File: src/rtl/cache_ram_arbiter.sv
// Round-robin arbiter that shares one external RAM port among the cache's per-bank
// RAM channels, with a single outstanding transaction and a sticky timeout flag.
module cache_ram_arbiter #(
    parameter int NUM_BANKS = 4,
    parameter int ADDR_W    = 32,
    parameter int DATA_W    = 32,
    parameter int TIMEOUT   = 1024
) (
    input  logic                           CLK,
    input  logic                           RST,
    input  logic [NUM_BANKS-1:0]           bank_REN,
    input  logic [NUM_BANKS-1:0]           bank_WEN,
    input  logic [NUM_BANKS*ADDR_W-1:0]    bank_addr,
    input  logic [NUM_BANKS*DATA_W-1:0]    bank_store,
    output logic [NUM_BANKS*DATA_W-1:0]    bank_data,
    output logic [NUM_BANKS-1:0]           bank_complete,
    output logic                           mem_REN,
    output logic                           mem_WEN,
    output logic [ADDR_W-1:0]              mem_addr,
    output logic [DATA_W-1:0]              mem_store,
    input  logic [DATA_W-1:0]              mem_data,
    input  logic                           mem_ready,
    output logic                           busy,
    output logic [$clog2(NUM_BANKS)-1:0]   grant_id,
    output logic                           timeout_err
);

    localparam int IDX_W = $clog2(NUM_BANKS);
    localparam int CNT_W = (TIMEOUT < 1) ? 1 : $clog2(TIMEOUT + 1);
    localparam logic [CNT_W-1:0] CNT_MAX = CNT_W'(TIMEOUT);
    localparam logic [CNT_W-1:0] CNT_ONE = CNT_W'(1);
    localparam logic [NUM_BANKS-1:0] LANE0 = NUM_BANKS'(1);

    typedef enum logic [1:0] {
        IDLE = 2'd0,
        MEM  = 2'd1,
        DONE = 2'd2
    } state_t;

    state_t            state;
    logic [IDX_W-1:0]  rr_ptr;
    logic [CNT_W-1:0]  wait_cnt;
    logic [DATA_W-1:0] data_latch;

    logic [NUM_BANKS-1:0] req;
    logic                 pick_valid;
    logic [IDX_W-1:0]     pick_idx;
    logic [IDX_W-1:0]     scan_idx;

    assign req = bank_REN | bank_WEN;

    // First requester at or above rr_ptr, wrapping; power-of-two banks wrap for free.
    always_comb begin
        pick_valid = 1'b0;
        pick_idx   = '0;
        scan_idx   = '0;
        for (int i = 0; i < NUM_BANKS; i++) begin
            scan_idx = rr_ptr + IDX_W'(i);
            if (!pick_valid && req[scan_idx]) begin
                pick_valid = 1'b1;
                pick_idx   = scan_idx;
            end
        end
    end

    always_ff @(posedge CLK or posedge RST) begin
        if (RST) begin
            state         <= IDLE;
            rr_ptr        <= '0;
            wait_cnt      <= '0;
            data_latch    <= '0;
            grant_id      <= '0;
            mem_REN       <= 1'b0;
            mem_WEN       <= 1'b0;
            mem_addr      <= '0;
            mem_store     <= '0;
            busy          <= 1'b0;
            bank_complete <= '0;
            timeout_err   <= 1'b0;
        end else begin
            case (state)
                IDLE: begin
                    if (pick_valid) begin
                        grant_id  <= pick_idx;
                        mem_addr  <= bank_addr[pick_idx*ADDR_W +: ADDR_W];
                        mem_store <= bank_store[pick_idx*DATA_W +: DATA_W];
                        mem_WEN   <= bank_WEN[pick_idx];
                        mem_REN   <= ~bank_WEN[pick_idx];
                        busy      <= 1'b1;
                        wait_cnt  <= CNT_ONE;
                        if (TIMEOUT == 1) begin
                            timeout_err <= 1'b1;
                        end
                        state     <= MEM;
                    end
                end
                MEM: begin
                    // wait_cnt already counts the current MEM cycle, so the flag rises on cycle TIMEOUT.
                    if (mem_ready) begin
                        data_latch    <= mem_WEN ? '0 : mem_data;
                        mem_REN       <= 1'b0;
                        mem_WEN       <= 1'b0;
                        bank_complete <= LANE0 << grant_id;
                        state         <= DONE;
                    end else if (TIMEOUT != 0 && wait_cnt != CNT_MAX) begin
                        wait_cnt <= wait_cnt + CNT_ONE;
                        if (wait_cnt + CNT_ONE == CNT_MAX) begin
                            timeout_err <= 1'b1;
                        end
                    end
                end
                DONE: begin
                    bank_complete <= '0;
                    busy          <= 1'b0;
                    rr_ptr        <= grant_id + IDX_W'(1);
                    state         <= IDLE;
                end
                default: begin
                    state <= IDLE;
                end
            endcase
        end
    end

    always_comb begin
        bank_data = '0;
        for (int i = 0; i < NUM_BANKS; i++) begin
            if (bank_complete[i]) begin
                bank_data[i*DATA_W +: DATA_W] = data_latch;
            end
        end
    end

endmodule
File: config.mk
export PLATFORM = sky130hd
export DESIGN_NAME = cache_ram_arbiter
export DESIGN_NICKNAME = d
export VERILOG_FILES = /design/src/rtl/cache_ram_arbiter.sv
export SDC_FILE = /design/constraint.sdc
export NUM_CORES = 1
export LEC_CHECK = 0
export CORE_AREA = 2 2 193 195
export CTS_BUF_LIST = sky130_fd_sc_hd__clkbuf_8
export DETAILED_ROUTE_END_ITERATION = 10
export DIE_AREA = 0 0 195 197
export GPL_ROUTABILITY_DRIVEN = 1
export PLACE_DENSITY = 0.64
export SYNTH_ARGS = -nofsm -noshare
export SYNTH_HDL_FRONTEND = slang
export SYNTH_SLANG_ARGS = --single-unit
File: constraint.sdc
create_clock -name CLK -period 4.1 [get_ports CLK]
set_clock_uncertainty 0.1 [all_clocks]
set_input_delay 0.82 -clock CLK [delete_from_list [all_inputs] [get_ports CLK]]
set_output_delay 0.82 -clock CLK [all_outputs]
set_load 0.02 [all_outputs]
==> impl_metrics.ini <==
[clock_tree]
cts-buffers-inserted = 17
clk-insertion-delay-late_ns = 0.45
cts_tree = built
clock_sinks = 121
clk_pin_slew_ns = 0.09
cts_resized = 0
h-tree-depth = 4
root_buffer = clkbuf_8
postCtsSetupBuffers = 0
ctsHoldBuffers = 0
cts_buffer_depth = 2

[yosys]
synth_xor_area_share_pct = 0.316
yosysSeqAreaShare_pct = 36.5
syn_avg_cell_area_um2 = 7.95
postSynthCellCount = 1045
ys_types = 52
synth_top_family_by_area = simple AND/OR/NAND/NOR gates
synth-compound-area-share_pct = 14.8
synth-edff-count = 0
syn_nets = 1351
syn_area_um2 = 8310
yosysWarnings = 0
synth_seq_cells = 121
ys_async_sr_fraction_pct = 100
synth_simple_gate_area_share_pct = 38.3
synth_fa_ha_area_share_pct = 1.05
ys.flop_type = dfrtp_1
synthMuxAreaShare_pct = 0.136

[timing]
fin_crit_ns = 3.23
worst_slew_pin_slew_ns = 0.970
slew_violations = 0
setup_ws_ns = 0.868
fmax_mhz = 309
rsz0062_at_grt = no
hold_viol = 0
fin_crit_sh_pct = 78.8
setup_viol = 0
setup_tns_ns = 0
relSlewSlack_pct = 35.3

[detailed_routing]
drt-initial-drc-count = 643
postRouteAntennaNets = 0
routed-via-count = 9881
wl_per_cell_um = 19.8
via_per_inst = 5.03
first_pass_iters = 6
drc_errors = 0
drt_wl_total_mm = 38.9

[global_route]
antenna_found_initial = 1
grt_pass1_vias = 9776
grt_usage_pct = 19.5
grt_max_degree = 122
grt_first_pass_wirelength_mm = 57.8
grt_overflow = 0

[floorplanning]
row_count = 70
die_x_um = 195
ios = 501
coreArea_um2 = 36300
start_util_pct = 22.9
die_area_um2 = 38400
die_h_um = 197

[setup_path]
crit_type = flop to output port
crit_arrival_ns = 2.31
cp_max_fo = 35
critPathRequiredTime_ns = 3.18
cp-end-kind = output port
crit_path_start_kind = flop

[placed_design]
gp_congestion = 0.827
port_buffers = 500
dp_worst_setup_slack_ns = 0.386
detailedPlacementHpwl_mm = 28.0

[status]
status = complete, no violations

[layout]
fin_nets = 1790
final_common_cell = clkdlybuf4s50_1
n_fill_cell = 3728
drive_gt1_share_pct = 6.08
final_cell_mix = clkdlybuf4s50_1, nor3_1, nor4_1, and2_1, dfrtp_1
utilization_pct = 39.2
area_delta_synth_final_pct = 71.0

[flow_run]
cap_violations = 0

[pwr]
worst_ir_drop_vdd_uv = 333
power_leakage_uw = 0.00540
powerDensity_nw_per_um2 = 606

[worst_hold_path]
min_path_type = flop to flop
==> synth_stat cells, types with 8 or more instances <==
master	number	share of area, %
a2111oi_0	46	4.9
a2111oi_2	19	3.4
and2_1	129	9.7
buf_2	27	1.6
clkbuf_1	63	2.8
dfrtp_1	121	36
inv_1	74	3.3
nand2_1	48	2.2
nand2b_1	32	2.4
nand3_1	8	0.48
nor2_1	81	3.7
nor2b_1	8	0.60
nor3_1	132	8.0
nor4_1	129	9.7
o21ai_0	52	3.1
==> critical path: stages, from the launching register on <==
cell             delay (ns)
dfrtp_1                0.99
and2_1                 0.25
clkdlybuf4s50_1        0.61
==> path summary, 6_finish.rpt <==
kind	startpoint	depth (start not counted)	slack, ns	end
max	bank_complete[3]	2	0.87	bank_data[124]
max in group asynchronous	RST	3	2.50	mem_store[26]
min	timeout_err	2	0.40	timeout_err
min reg2reg	timeout_err	2	0.40	timeout_err
max reg2reg	rr_ptr[1]	6	1.33	mem_addr[11]
min in group asynchronous	RST	3	0.82	rr_ptr[1]
==> report_power, final <==
group,switching (µW),internal [µW]
combinational,2990,2170
clock,598,572
sequential,581,1700
==> final cells by class <==
type                            instances  area, µm²  area share (%)
Tap cell                              468        586            4.12
Clock inverter                         14        160            1.13
Multi-Input combinational cell        748       4610            32.5
Antenna cell                            1       2.50          0.0176
Sequential cell                       121       3030            21.3
Inverter                               74        282            1.98
Timing Repair Buffer                  522       5280            37.2
Clock buffer                           18        248            1.74
==> state kept, by name, summed over array words and instances (netlist names) <==
register / flops
grant_id: 2
wait_cnt: 11
mem_WEN: 1
timeout_err: 1
busy: 1
state: 2
bank_complete: 4
data_latch: 32
mem_REN: 1
rr_ptr: 2
mem_addr: 32
mem_store: 32
==> logic make-up (layout without fill, tap and decap cells) <==
| kind of cell | count (synthesis) | in the layout |
|---|---|---|
| buf+inv | 176 | 628 |
| compound gates | 154 | 154 |
| xor+xnor | 3 | 3 |
| flops | 121 | 121 |
| simple gates | 583 | 583 |
| fa+ha+maj | 7 | 7 |
| mux | 1 | 1 |
| other cells | 0 | 1 |
==> metrics by stage <==
stage	instances	hold slack, ns	cell area, µm²	power, µW
after detailed placement	1933	0.378	13800	7480
after global routing	1966	0.452	14200	9170
after CTS	1965	0.403	14200	8690
after global placement	1933	0.358	13800	7410
after floorplan	1045	0.382	8310	5040
final	1966	0.405	14200	8610
==> metal layers <==
metal / routed length (µm) / share of wire, % / global-route usage (%)
met1: 15000 / 39 / 22.0
met2: 19400 / 50 / 35.0
met3: 3030 / 7.8 / 4.77
met4: 1480 / 3.8 / 8.85
met5: 0 / 0 / 0
(Power assumes the default switching activity.)
